## src/rtl/uart_pkg.sv

```systemverilog
// Shared UART definitions: bit-timing derivation, receive FSM states and frame width.
// Used by uart_rx and the companion uart_tx.
package uart_pkg;

  localparam int DATA_BITS = 8;

  typedef enum logic [2:0] {
    RX_IDLE,
    RX_START,
    RX_DATA,
    RX_STOP,
    RX_BREAK
  } rx_state_e;

  function automatic int clks_per_bit(input int clk_freq, input int baud);
    return clk_freq / baud;
  endfunction

  function automatic int half_bit(input int cpb);
    return cpb / 2;
  endfunction

endpackage

```

## src/rtl/uart_bit_timer.sv

```systemverilog
// Bit-period counter: runs 0..CLKS_PER_BIT-1 and wraps, restarts to 0 on request,
// and flags the half-period and full-period sample points.
module uart_bit_timer #(
  parameter int CLKS_PER_BIT = 2604
) (
  input  logic clk_i,
  input  logic rst_i,
  input  logic restart_i,
  output logic half_tick_o,
  output logic full_tick_o
);

  localparam int HALF_BIT = CLKS_PER_BIT / 2;
  localparam int CW       = $clog2(CLKS_PER_BIT + 1);

  logic [CW-1:0] cnt_q, cnt_d;

  always_comb begin
    cnt_d = cnt_q + CW'(1);
    if (restart_i || cnt_q == CW'(CLKS_PER_BIT - 1)) begin
      cnt_d = '0;
    end
  end

  always_ff @(posedge clk_i or posedge rst_i) begin
    if (rst_i) begin
      cnt_q <= '0;
    end else begin
      cnt_q <= cnt_d;
    end
  end

  assign half_tick_o = (cnt_q == CW'(HALF_BIT - 1));
  assign full_tick_o = (cnt_q == CW'(CLKS_PER_BIT - 1));

endmodule

```

## src/rtl/uart_rx.sv

```systemverilog
// 8N1 serial receiver with a one-byte holding register on a valid/ready interface,
// one-cycle framing-error pulse and sticky overrun flag.
module uart_rx
  import uart_pkg::*;
#(
  parameter int CLK_FREQ = 25000000,
  parameter int BAUD     = 9600
) (
  input  logic       clk,
  input  logic       rst,
  input  logic       RxD,
  output logic [7:0] rx_data,
  output logic       rx_valid,
  input  logic       rx_ready,
  output logic       frame_err,
  output logic       overrun,
  input  logic       clr_overrun,
  output rx_state_e  dbg_state_o
);

  localparam int CLKS_PER_BIT = clks_per_bit(CLK_FREQ, BAUD);

  // Handshake: a byte transfers in any cycle where rx_valid && rx_ready are both high;
  // rx_data is held stable while rx_valid is high and rx_valid never drops without a transfer.

  logic sync1_q, rx_s_q;
  rx_state_e state_q, state_d;
  logic [2:0] idx_q, idx_d;
  logic [DATA_BITS-1:0] shift_q, shift_d;
  logic [DATA_BITS-1:0] data_q, data_d;
  logic valid_q, valid_d;
  logic frame_err_q, frame_err_d;
  logic overrun_q, overrun_d;
  logic half_tick, full_tick;

  // Two-flop synchronizer; resets to the idle line level so reset never looks like a start bit.
  always_ff @(posedge clk or posedge rst) begin
    if (rst) begin
      sync1_q <= 1'b1;
      rx_s_q  <= 1'b1;
    end else begin
      sync1_q <= RxD;
      rx_s_q  <= sync1_q;
    end
  end

  uart_bit_timer #(
    .CLKS_PER_BIT(CLKS_PER_BIT)
  ) u_timer (
    .clk_i      (clk),
    .rst_i      (rst),
    .restart_i  (state_d != state_q),
    .half_tick_o(half_tick),
    .full_tick_o(full_tick)
  );

  always_comb begin
    state_d     = state_q;
    idx_d       = idx_q;
    shift_d     = shift_q;
    data_d      = data_q;
    valid_d     = valid_q && !rx_ready;
    frame_err_d = 1'b0;
    overrun_d   = clr_overrun ? 1'b0 : overrun_q;

    case (state_q)
      RX_IDLE: begin
        if (!rx_s_q) state_d = RX_START;
      end
      RX_START: begin
        if (half_tick) begin
          if (!rx_s_q) begin
            state_d = RX_DATA;
            idx_d   = '0;
          end else begin
            state_d = RX_IDLE;
          end
        end
      end
      RX_DATA: begin
        if (full_tick) begin
          shift_d[idx_q] = rx_s_q;
          if (idx_q == 3'(DATA_BITS - 1)) begin
            state_d = RX_STOP;
          end else begin
            idx_d = idx_q + 3'd1;
          end
        end
      end
      RX_STOP: begin
        if (full_tick) begin
          if (rx_s_q) begin
            // A byte being read out this same cycle frees the holding register.
            if (!valid_q || rx_ready) begin
              data_d  = shift_q;
              valid_d = 1'b1;
            end else begin
              overrun_d = 1'b1;
            end
            state_d = RX_IDLE;
          end else begin
            frame_err_d = 1'b1;
            state_d     = RX_BREAK;
          end
        end
      end
      RX_BREAK: begin
        if (rx_s_q) state_d = RX_IDLE;
      end
      default: state_d = RX_IDLE;
    endcase
  end

  always_ff @(posedge clk or posedge rst) begin
    if (rst) begin
      state_q     <= RX_IDLE;
      idx_q       <= '0;
      shift_q     <= '0;
      data_q      <= '0;
      valid_q     <= 1'b0;
      frame_err_q <= 1'b0;
      overrun_q   <= 1'b0;
    end else begin
      state_q     <= state_d;
      idx_q       <= idx_d;
      shift_q     <= shift_d;
      data_q      <= data_d;
      valid_q     <= valid_d;
      frame_err_q <= frame_err_d;
      overrun_q   <= overrun_d;
    end
  end

  assign rx_data     = data_q;
  assign rx_valid    = valid_q;
  assign frame_err   = frame_err_q;
  assign overrun     = overrun_q;
  assign dbg_state_o = state_q;

endmodule

```

## config.mk

```make
export PLATFORM = sky130hd
export DESIGN_NAME = uart_rx
export DESIGN_NICKNAME = d
export VERILOG_FILES = /design/src/rtl/uart_pkg.sv /design/src/rtl/uart_bit_timer.sv /design/src/rtl/uart_rx.sv
export SDC_FILE = /design/constraint.sdc
export NUM_CORES = 1
export LEC_CHECK = 0
export BUFFER_PORTS_ARGS = -buffer_cell sky130_fd_sc_hd__buf_2
export CAP_MARGIN = 30
export CELL_PAD_IN_SITES_DETAIL_PLACEMENT = 1
export CELL_PAD_IN_SITES_GLOBAL_PLACEMENT = 1
export CORE_UTILIZATION = 51
export CTS_CLUSTER_SIZE = 14
export DETAILED_ROUTE_END_ITERATION = 10
export PLACE_DENSITY_LB_ADDON = 0.1
export SETUP_SLACK_MARGIN = 0.2
export SYNTH_ARGS = -nofsm -noshare
export SYNTH_HDL_FRONTEND = slang
export SYNTH_SLANG_ARGS = --single-unit
export TNS_END_PERCENT = 20
```

## constraint.sdc

```tcl
create_clock -name clk -period 5.05 [get_ports clk]
set_input_delay 0.7575 -clock clk [delete_from_list [all_inputs] [get_ports clk]]
set_output_delay 0.7575 -clock clk [all_outputs]
set_load 0.01 [all_outputs]
```

==> results.txt, run 1 <==
Clock Tree Buf Depth - 2
crit start category - flop
Leak - 1.00 nW
Port-buffer cells - 18
Ant. Diodes - 0
wire per inst - 17.7 um
switching power - 0.114 mW
Hold Path Class - reg2reg
Worst R2R Start - u_timer.cnt_q[0]
fillers - 411
pre-CTS setup slack - 2.90 ns
crit-path max cell delay - 0.63 ns
hold_sp - sync1_q
Synth warnings - 0
CP delay by family, top - compound AO/OA/AOI/OAI gates
Die Area - 0.00418 sq mm
CTS tree - yes
Synth Register Bits - 39
ANT nets after route - 0
Mapped Avg Cell Area - 12.3 sq um
post-place instance area - 0.00208 sq mm
Netlist cell types - 46
Root Driver - clkbuf_8
most frequent cells in the layout - 37 x dfrtp_1, 18 x buf_2, 13 x mux2_2, 12 x a211oi_1, 9 x nand3_1
DR vias - 1382
fin area - 0.00216 sq mm
fraction of layout instances using a drive strength above 1 - 29.1%
cells after synthesis - 163
Synth Area in XOR/XNOR - 4.38%
final setup fails - 0
fin util - 58.1%
gr ovfl total - 0
largest family of logic cells by synthesized area - simple AND/OR/NAND/NOR gates
post_cts resized - 0
Final Worst Setup Slack - 2.90 ns
TNS Setup - 0 ns
Synthesized Nets - 172
Initial Util - 53.8%
Seq pwr share - 59.9%
Power Total - 0.527 mW
pwr dens - 244 mW/mm^2
hold_buf cts - 0
DR vias/cell - 6.09
Slew Limit Headroom - 55.6%
Remaining DRCs - 0
most common cell after layout, fill and taps aside - dfrtp_1
Internal - 0.413 mW
worst hold endpoint - rx_s_q
CP arrival - 2.28 ns
crit path max fanout - 13
Tmin final - 2.15 ns
Detailed Route Iter0 Violations - 37
# IOs - 19
complex-gate fraction of the synthesized area - 10.0%
latest clock arrival within the worst-skew pair - 0.30 ns
simple-gate share of the synthesized area - 20.6%
R2R depth - 5
Combinational Power Share - 1.7%
Slew Limit Fails - 0
number of synthesized flops with an enable pin - 0
routability cong. - 0.843
final worst path period share - 42.5%
clock share of power - 38.4%
clock sink total - 39
post-synthesis mux area share - 9.01%
site row count - 22
Post-Syn Area - 0.00200 sq mm
CTS clk-pin slew, worst paths - 0.07 ns
status - complete, no violations
CP required - 5.18 ns
max frequency - 466 MHz
asr flop ratio synth - 100%
count of final hold-check violations - 0
Worst Max-Slew Pin Slew - 0.666 ns
peak supply drop - 133 uV
CP bufs+invs - 0
Clock Skews - 0.00819 ns
r2r endpoint - u_timer.cnt_q[9]
DIE HEIGHT - 64.6 um
Adder-Cell Fraction of Synth Area - 2.50%
Slowest cell on crit path - a22oi_2
hold path depth - 0
total CTS buffers - 5
Seq/Total Area, Yosys - 48.9%
maxcap violations - 0
kind of critical path - reg2reg
Max H-tree Level - 2
core box area - 0.00372 sq mm
largest net degree at the start of global routing - 40
Die Wd - 64.6 um
ys flop type - dfrtp_1
Sw Share - 21.7%
setup bufs post-CTS - 0
gr usage total - 22.3%
crit path capture type - flop
DP Wirelength - 2750 um
drt pass-1 iters - 4
Reg2Reg Setup Slack - 2.90 ns
initial antenna violation count - 0
Post-Route WL - 4020 um
NumNets Final - 187
CP Cell Sequence - ha_1 -> nor4bb_4 -> nand3_1 -> a22oi_2 -> a211oi_1
Syn-to-layout area delta - 7.95%
first-pass GRT wire length - 6840 um
vias in the first global route - 1399
RSZ-0062 raised after global routing - no
==> per-layer routing <==
| metal | vias up | track usage, % | wire [um] | share of wire [%] |
|---|---|---|---|---|
| met4 | 0 | 9.72 | 77 | 1.9 |
| li1 | 640 | - | - | - |
| met3 | 8 | 6.16 | 120 | 3.0 |
| met5 | - | 0 | 0 | 0 |
| met1 | 711 | 29.8 | 1880 | 47 |
| met2 | 23 | 33.9 | 1940 | 48 |
==> worst max-delay path by stage <==
stage	start	to	slack [ns]	cells past startpoint
2_1_floorplan	dbg_state_o[2]	shift_q[5]	3.21	6
3_5_place_dp	u_timer.cnt_q[0]	u_timer.cnt_q[9]	2.90	5
4_1_cts	u_timer.cnt_q[0]	u_timer.cnt_q[5]	2.90	5
6_report	u_timer.cnt_q[0]	u_timer.cnt_q[9]	2.90	5
5_1_grt	u_timer.cnt_q[0]	u_timer.cnt_q[5]	2.71	5
3_3_place_gp	u_timer.cnt_q[0]	u_timer.cnt_q[0]	3.04	5
==> power by group through the flow <==
stage	registers [mW]	clock network, mW	logic (mW)
after global placement	0.322	0	0.00929
after detailed placement	0.322	0	0.00972
final	0.316	0.202	0.00917
after CTS	0.316	0.210	0.00969
after floorplan	0.320	0	0.00758
after global routing	0.316	0.218	0.0107
==> Yosys cell counts, drive strengths merged (2+ instances only) <==
library cell | number | area share, %
a22oi | 2 | 1.0
nor2 | 6 | 1.1
nor3b | 5 | 1.9
nand2 | 8 | 1.5
dfrtp | 37 | 46
buf | 10 | 3.8
dfstp | 2 | 2.6
ha | 4 | 2.5
xor2 | 8 | 3.5
and4 | 3 | 1.5
nand4b | 3 | 1.3
nor4bb | 2 | 2.5
a32o | 2 | 1.0
xnor2 | 2 | 0.88
nand4 | 5 | 2.3
mux2 | 16 | 9.0
and4bb | 4 | 2.5
nand3 | 9 | 2.3
and3 | 2 | 0.75
a211oi | 12 | 4.5
inv | 3 | 0.56
o31ai | 2 | 0.75
==> cell type report <==
class / instances / area [sq um] / area share, %
inverters: 3 / 11.3 / 0.522
clock inverters: 1 / 5.00 / 0.232
well taps: 48 / 60.1 / 2.78
clock buffers: 7 / 76.3 / 3.54
multi-input cells: 110 / 930 / 43.1
flip-flops and latches: 39 / 978 / 45.3
repair buffers: 19 / 97.6 / 4.52
==> state kept, by name (all words and copies together), names as in the netlist <==
register / count
u_timer.cnt_q: 12
rx_data: 8
shift_q: 8
dbg_state_o: 3
idx_q: 3
frame_err: 1
overrun: 1
rx_s_q: 1
rx_valid: 1
sync1_q: 1
==> kinds of logic after synthesis <==
family                     count (synthesis)
DFF                                       39
muxes                                     16
adders and majority gates                  4
buffers and inverters                     14
AOI/OAI and AO/OA                         25
xor gates and xnor gates                  10
and+or+nand+nor                           55
==> through the flow <==
step	instances	hold slack (ns)
3_5_place_dp	219	0.347
6_report	227	0.357
2_1_floorplan	163	0.345
4_1_cts	227	0.358
3_3_place_gp	219	0.348
5_1_grt	227	0.367
Note: power is estimated with default switching activity, not from simulation.
==> inputs of run 2 (changes only) <==
--- a/config.mk
+++ b/config.mk
@@ -5,11 +5,12 @@
 export SDC_FILE = /design/constraint.sdc
 export NUM_CORES = 1
 export LEC_CHECK = 0
+export ABC_AREA = 1
 export BUFFER_PORTS_ARGS = -buffer_cell sky130_fd_sc_hd__buf_2
 export CAP_MARGIN = 30
 export CELL_PAD_IN_SITES_DETAIL_PLACEMENT = 1
 export CELL_PAD_IN_SITES_GLOBAL_PLACEMENT = 1
-export CORE_UTILIZATION = 51
+export CORE_UTILIZATION = 44
 export CTS_CLUSTER_SIZE = 14
 export DETAILED_ROUTE_END_ITERATION = 10
 export PLACE_DENSITY_LB_ADDON = 0.1
==> constraint.sdc (replaced) <==
create_clock -name clk -period 2 [get_ports clk]
set_input_delay 0.3 -clock clk [delete_from_list [all_inputs] [get_ports clk]]
set_output_delay 0.3 -clock clk [all_outputs]
set_load 0.01 [all_outputs]
==> run 2 against run 1 <==
  * Flip-flop and latch count did not move
  * Via count rose by 18%
  * Clock power rose to 3.4 times the previous value
  * Worst setup slack got worse by 2.6 ns
  * Largest power group unchanged
  * Core utilization fell by 3.3 points
  * Highest routed layer unchanged
  * Largest cell class unchanged
  * Critical path type unchanged
  * Cell area rose by 5.2%
  * Clock skew fell by 0.00066 ns
  * Die area rose by 13%
  * Sequential power rose to 2.5 times the previous value
==> results.txt, run 2 <==
max frequency - 596 MHz (was 466 MHz)
Post-Syn Area - 0.00195 sq mm (was 0.00200 sq mm)
CP required - 2.23 ns (was 5.18 ns)
Max H-tree Level - 2 (unchanged)
area of the multi-input gates - 858 sq um (was 930 sq um)
DIE HEIGHT - 68.6 um (was 64.6 um)
ANT nets after route - 0 (unchanged)
largest net degree at the start of global routing - 25 (was 40)
peak supply drop - 408 uV (was 133 uV)
pwr dens - 664 mW/mm^2 (was 244 mW/mm^2)
drt pass-1 iters - 4 (unchanged)
Yosys top cell by area - dfrtp_1 (unchanged)
gr ovfl total - 0 (unchanged)
Leak - 1.19 nW (was 1.00 nW)
routability cong. - 0.803 (was 0.843)
cells after synthesis - 233 (was 163)
Synth Register Bits - 39 (unchanged)
site row count - 23 (was 22)
count of final hold-check violations - 0 (unchanged)
clock sink total - 39 (unchanged)
most frequent cells in the layout - 37 x nand2_1, 35 x dfrtp_1, 32 x nor2_1, 24 x inv_1, 21 x nor3_1 (was 37 x dfrtp_1, 18 x buf_2, 13 x mux2_2, 12 x a211oi_1, 9 x nand3_1)
Sw Share - 20.4% (was 21.7%)
met2 usage - 33.3% (was 33.9%)
Slew Limit Fails - 0 (unchanged)
Tmin final - 1.68 ns (was 2.15 ns)
DR vias - 1625 (was 1382)
NumNets Final - 270 (was 187)
hold_buf cts - 0 (unchanged)
vias in the first global route - 1582 (was 1399)
Seq pwr share - 52.6% (was 59.9%)
post_cts resized - 0 (unchanged)
Area contributors post-synth - dfrtp_1 47%, nand2_1 7.1%, nor2_1 6.1% (was dfrtp_1 46%, mux2_2 7.3%, a211oi_1 4.5%)
final worst path period share - 83.9% (was 42.5%)
total CTS buffers - 5 (unchanged)
Initial Util - 47.1% (was 53.8%)
CTS tree - yes (unchanged)
Seq/Total Area, Yosys - 50.1% (was 48.9%)
RSZ-0062 raised after global routing - yes (was no)
Ant. Diodes - 0 (unchanged)
Mapped Avg Cell Area - 8.38 sq um (was 12.3 sq um)
Internal - 1.20 mW (was 0.413 mW)
crit start category - flop (unchanged)
Detailed Route Iter0 Violations - 96 (was 37)
first-pass GRT wire length - 7720 um (was 6840 um)
Synth warnings - 0 (unchanged)
Post-Route WL - 4460 um (was 4020 um)
crit path max fanout - 6 (was 13)
Remaining DRCs - 0 (unchanged)
fin util - 54.8% (was 58.1%)
core box area - 0.00414 sq mm (was 0.00372 sq mm)
Worst Max-Slew Pin Slew - 0.431 ns (was 0.666 ns)
DP Wirelength - 3370 um (was 2750 um)
fillers - 532 (was 411)
Combinational Power Share - 1.8% (was 1.7%)
Slew Limit Headroom - 71.2% (was 55.6%)
met3 Use GR - 6.25% (was 6.16%)
post-synth top area share - 47.4% (was 46.3%)
switching power - 0.307 mW (was 0.114 mW)
TNS Setup - 0 ns (unchanged)
wire per inst - 14.3 um (was 17.7 um)
R2R depth - 8 (was 5)
Hold Path Class - in2async (was reg2reg)
grt peak-use layer - met2 (unchanged)
initial antenna violation count - 0 (unchanged)
Reg area - 981 sq um (was 978 sq um)
CTS clk-pin slew, worst paths - 0.08 ns (was 0.07 ns)
final setup fails - 0 (unchanged)
CP arrival - 1.91 ns (was 2.28 ns)
maxcap violations - 0 (unchanged)
Syn-to-layout area delta - 16.3% (was 7.95%)
top cells by count, synth - 37 x dfrtp_1, 37 x nand2_1, 32 x nor2_1, 24 x inv_1, 21 x nor3_1 (was 37 x dfrtp_1, 13 x mux2_2, 12 x a211oi_1, 9 x nand3_1)
Clock Tree Buf Depth - 2 (unchanged)
Biggest register - u_timer.cnt_q (unchanged)
ys flop type - dfrtp_1 (unchanged)
Synthesized Nets - 242 (was 172)
DR vias/cell - 5.21 (was 6.09)
# IOs - 19 (unchanged)
clock share of power - 45.6% (was 38.4%)
Root Driver - clkbuf_8 (unchanged)
most common cell after layout, fill and taps aside - nand2_1 (was dfrtp_1)
Die Area - 0.00471 sq mm (was 0.00418 sq mm)
setup bufs post-CTS - 0 (unchanged)
asr flop ratio synth - 100% (unchanged)
Die Wd - 68.6 um (was 64.6 um)
status - complete, no violations (unchanged)
fraction of layout instances using a drive strength above 1 - 20.6% (was 29.1%)
met1 GRT Util - 32.3% (was 29.8%)
number of synthesized flops with an enable pin - 0 (unchanged)
Clock Skews - 0.00753 ns (was 0.00819 ns)
Power Total - 1.51 mW (was 0.527 mW)
gr usage total - 22.8% (was 22.3%)
crit path capture type - flop (unchanged)
latest clock arrival within the worst-skew pair - 0.30 ns (about the same)
Netlist cell types - 28 (was 46)
Port-buffer cells - 18 (unchanged)
kind of critical path - reg2reg (unchanged)
Largest register FFs - 12 (unchanged)
==> run 2: cell count changes after synthesis, moves of 5 or more <==
cell | previous run | this run
nand2_1 | 8 | 37
nor2_1 | 6 | 32
inv_1 | 3 | 24
nor3_1 | 1 | 21
a21oi_1 | 0 | 14
mux2_2 | 13 | 0
a211oi_1 | 12 | 0
nand3_1 | 9 | 20
inv_2 | 0 | 7
nor3b_1 | 5 | 0
o21ai_0 | 1 | 6
==> run 2: power by group through the flow <==
stage	Clock (mW)	Sequential (mW)	Combinational (mW)
global route	0.729	0.794	0.0317
finish	0.688	0.793	0.0267
detailed placement	0	0.809	0.0283
CTS	0.702	0.793	0.0283
floorplan	0	0.808	0.0147
global placement	0	0.809	0.0275
==> run 2: critical path, cell delays in order (launching register included) <==
cell	delay, ns
dfrtp_2	0.45
nor2_2	0.15
nand2_1	0.13
nor2_4	0.13
nand2_4	0.09
nor3_4	0.29
buf_4	0.21
a21oi_1	0.07
nor2_1	0.10
==> run 2: kinds of logic after synthesis <==
logic type,Yosys count,synth area share (%)
DFF,39,50.1
adders and majority gates,4,2.56
AOI/OAI and AO/OA,23,6.47
buffers and inverters,34,6.79
xor gates and xnor gates,9,4.04
and+or+nand+nor,124,30.0
==> run 2: stage by stage <==
step                      worst slack, ns  hold slack [ns]  instances  cell area [sq um]
after detailed placement            0.227            0.349        304               2130
after global placement              0.294            0.331        304               2130
after floorplan                     0.380            0.304        233               1950
final                               0.322           0.0309        312               2270
after global routing                0.191           0.0563        312               2270
after CTS                           0.206           0.0413        312               2250
==> run 2: path summary, 6_finish.rpt <==
kind                                  start               end  slack, ns
min in group clk                        RxD           sync1_q       0.10
setup / recovery           u_timer.cnt_q[7]        rx_data[2]       0.32
max in group asynchronous               rst            rx_s_q       1.63
hold / removal                          rst  u_timer.cnt_q[7]       0.03
setup reg to reg           u_timer.cnt_q[7]        rx_data[2]       0.32
hold reg to reg                     sync1_q            rx_s_q       0.36
==> run 2: cell type report <==
cell class	instances	share of cell area (%)
Clock inverter	2	1.54
Tap cell	50	2.75
Timing Repair Buffer	24	5.95
Clock buffer	6	3.64
Multi-Input combinational cell	160	37.8
Sequential cell	39	43.2
Inverter	31	5.12
==> run 2: metal layers <==
layer  wire length, um  part of all wire (%)
met5                 0                     0
met4                79                   1.8
met3               197                   4.4
met2              1890                    42
met1              2300                    51
==> inputs of run 3 (changes only) <==
--- a/config.mk
+++ b/config.mk
@@ -10,7 +10,7 @@
 export CAP_MARGIN = 30
 export CELL_PAD_IN_SITES_DETAIL_PLACEMENT = 1
 export CELL_PAD_IN_SITES_GLOBAL_PLACEMENT = 1
-export CORE_UTILIZATION = 44
+export CORE_UTILIZATION = 39
 export CTS_CLUSTER_SIZE = 14
 export DETAILED_ROUTE_END_ITERATION = 10
 export PLACE_DENSITY_LB_ADDON = 0.1
==> constraint.sdc (replaced) <==
create_clock -name clk -period 1.52 [get_ports clk]
set_input_delay 0.228 -clock clk [delete_from_list [all_inputs] [get_ports clk]]
set_output_delay 0.228 -clock clk [all_outputs]
set_load 0.01 [all_outputs]
==> run 3 against run 2 <==
  * The flow now finishes with violations (setup timing)
  * Global-route usage fell by 0.82 points
  * Maximum frequency up 6.1%
  * Cell area increased by 17%
  * First-iteration DRC count fell by 34%
  * Total power grew 30%
==> results.txt, run 3 (synthesis results as in run 2) <==
NumNets Final - 299 (was 270)
Biggest register - u_timer.cnt_q (unchanged)
CTS tree - yes (unchanged)
initial antenna violation count - 0 (unchanged)
peak supply drop - 549 uV (was 408 uV)
failing checks - setup timing
# IOs - 19 (unchanged)
Syn-to-layout area delta - 36.3% (was 16.3%)
RSZ-0062 raised after global routing - yes (unchanged)
Largest register FFs - 12 (unchanged)
Slew Limit Headroom - 72.9% (was 71.2%)
status - finished, violations left (was complete, no violations)
crit path capture type - flop (unchanged)
total CTS buffers - 5 (unchanged)
Die Area - 0.00529 sq mm (was 0.00471 sq mm)
fraction of layout instances using a drive strength above 1 - 37.1% (was 20.6%)
DP Wirelength - 3760 um (was 3370 um)
count of final hold-check violations - 0 (unchanged)
ANT nets after route - 0 (unchanged)
Die Wd - 72.8 um (was 68.6 um)
Leak - 1.37 nW (was 1.19 nW)
Port-buffer cells - 18 (unchanged)
gr ovfl total - 0 (unchanged)
Post-Route WL - 5100 um (was 4460 um)
core box area - 0.00479 sq mm (was 0.00414 sq mm)
Reg area - 978 sq um (was 981 sq um)
Ant. Diodes - 0 (unchanged)
Detailed Route Iter0 Violations - 63 (was 96)
gr usage total - 22.0% (was 22.8%)
DR vias - 1749 (was 1625)
fillers - 584 (was 532)
Root Driver - clkbuf_8 (unchanged)
DR vias/cell - 4.89 (was 5.21)
drt pass-1 iters - 4 (unchanged)
fin util - 55.6% (was 54.8%)
largest net degree at the start of global routing - 24 (was 25)
CTS clk-pin slew, worst paths - 0.08 ns (about the same)
maxcap violations - 0 (unchanged)
Hold Path Class - in2reg (was in2async)
final setup fails - 17 (was 0)
latest clock arrival within the worst-skew pair - 0.30 ns (about the same)
grt peak-use layer - met2 (unchanged)
hold_sp - RxD
Worst setup startpoint - u_timer.cnt_q[7] (unchanged)
vias in the first global route - 1834 (was 1582)
Remaining DRCs - 0 (unchanged)
Worst R2R Start - u_timer.cnt_q[7] (unchanged)
pwr dens - 737 mW/mm^2 (was 664 mW/mm^2)
max frequency - 632 MHz (was 596 MHz)
crit start category - flop (unchanged)
crit path max fanout - 12 (was 6)
DIE HEIGHT - 72.8 um (was 68.6 um)
clock sink total - 39 (unchanged)
met1 GRT Util - 29.5% (was 32.3%)
Worst Max-Slew Pin Slew - 0.406 ns (was 0.431 ns)
wire per inst - 14.3 um (about the same)
Max H-tree Level - 2 (unchanged)
area of the multi-input gates - 985 sq um (was 858 sq um)
first-pass GRT wire length - 8630 um (was 7720 um)
Slew Limit Fails - 0 (unchanged)
Final Worst Setup Slack - -0.0614 ns (was 0.322 ns)
Clock Tree Buf Depth - 2 (unchanged)
most frequent cells in the layout - 37 x dfrtp_1, 33 x nand2_1, 31 x buf_4, 23 x nor2_1, 21 x inv_1 (was 37 x nand2_1, 35 x dfrtp_1, 32 x nor2_1, 24 x inv_1, 21 x nor3_1)
most common cell after layout, fill and taps aside - dfrtp_1 (was nand2_1)
met2 usage - 34.5% (was 33.3%)
final worst path period share - 104% (was 83.9%)
TNS Setup - -0.694 ns (was 0 ns)
kind of critical path - reg2reg (unchanged)
CP arrival - 1.77 ns (was 1.91 ns)
routability cong. - 0.841 (was 0.803)
Clock Skews - 0.00479 ns (was 0.00753 ns)
met3 Use GR - 4.97% (was 6.25%)
Initial Util - 40.8% (was 47.1%)
site row count - 25 (was 23)
CP required - 1.71 ns (was 2.23 ns)
Tmin final - 1.58 ns (was 1.68 ns)
## run 3: cell count changes in the layout (fill, tap and decap cells not counted), moves of 4 or more
cell / before / now
nor2_1: 32 / 23
nand3_1: 20 / 15
buf_4: 6 / 31
nor2_2: 1 / 7
nand2_1: 37 / 33
## run 3: final timing paths
check	endpoint	slack, ns	cells past startpoint
hold / removal	sync1_q	0.02	1
max in group asynchronous	shift_q[1]	0.75	4
setup reg to reg	u_timer.cnt_q[2]	-0.06	8
hold reg to reg	rx_s_q	0.36	0
setup / recovery	u_timer.cnt_q[2]	-0.06	8
min in group asynchronous	u_timer.cnt_q[8]	0.50	4
## run 3: cell type report
| type | instances | area share, % |
|---|---|---|
| Multi-Input combinational cell | 160 | 37.0 |
| Sequential cell | 39 | 36.7 |
| Timing Repair Buffer | 53 | 14.4 |
| Inverter | 31 | 4.46 |
| Tap cell | 67 | 3.15 |
| Clock buffer | 5 | 2.58 |
| Clock inverter | 3 | 1.64 |
## run 3: worst max-delay path, cell delays in order (launching register included)
cell     delay, ns
dfrtp_1       0.39
nor2_2        0.16
nand2_2       0.08
nor2_4        0.14
buf_4         0.12
nand4_1       0.12
a31oi_2       0.22
buf_12        0.16
nor3_1        0.05
## run 3: repair_timing
action,4_1_cts,5_1_grt
endpoints found under the setup margin,35,37
pin swaps,21,6
hold endpoints to repair,37,0
resized for setup,27,13
buffers inserted,3,0
cloned,1,0
hold buffers,1,0
## run 3: where the power goes
group | total (mW) | internal, mW | switching (mW)
registers | 1.04 | 1.04 | 0.00133
clock network | 0.877 | 0.489 | 0.388
logic | 0.0414 | 0.0112 | 0.0302
## run 3: through the flow
step | hold WS (ns) | total power [mW] | instances | worst slack, ns | instance area (sq um)
floorplan | 0.232 | 1.08 | 233 | -0.0435 | 1970
global placement | 0.272 | 1.10 | 345 | -0.000869 | 2380
detailed placement | 0.284 | 1.10 | 345 | -0.0607 | 2380
CTS | 0.0137 | 1.99 | 358 | -0.0602 | 2620
global route | 0.0124 | 2.03 | 358 | -0.164 | 2660
finish | 0.0197 | 1.96 | 358 | -0.0614 | 2660
## run 3: layer usage
metal	wire length (um)	share of wire (%)
met5	0	0
met4	94	1.8
met1	2470	48
met3	146	2.9
met2	2390	47
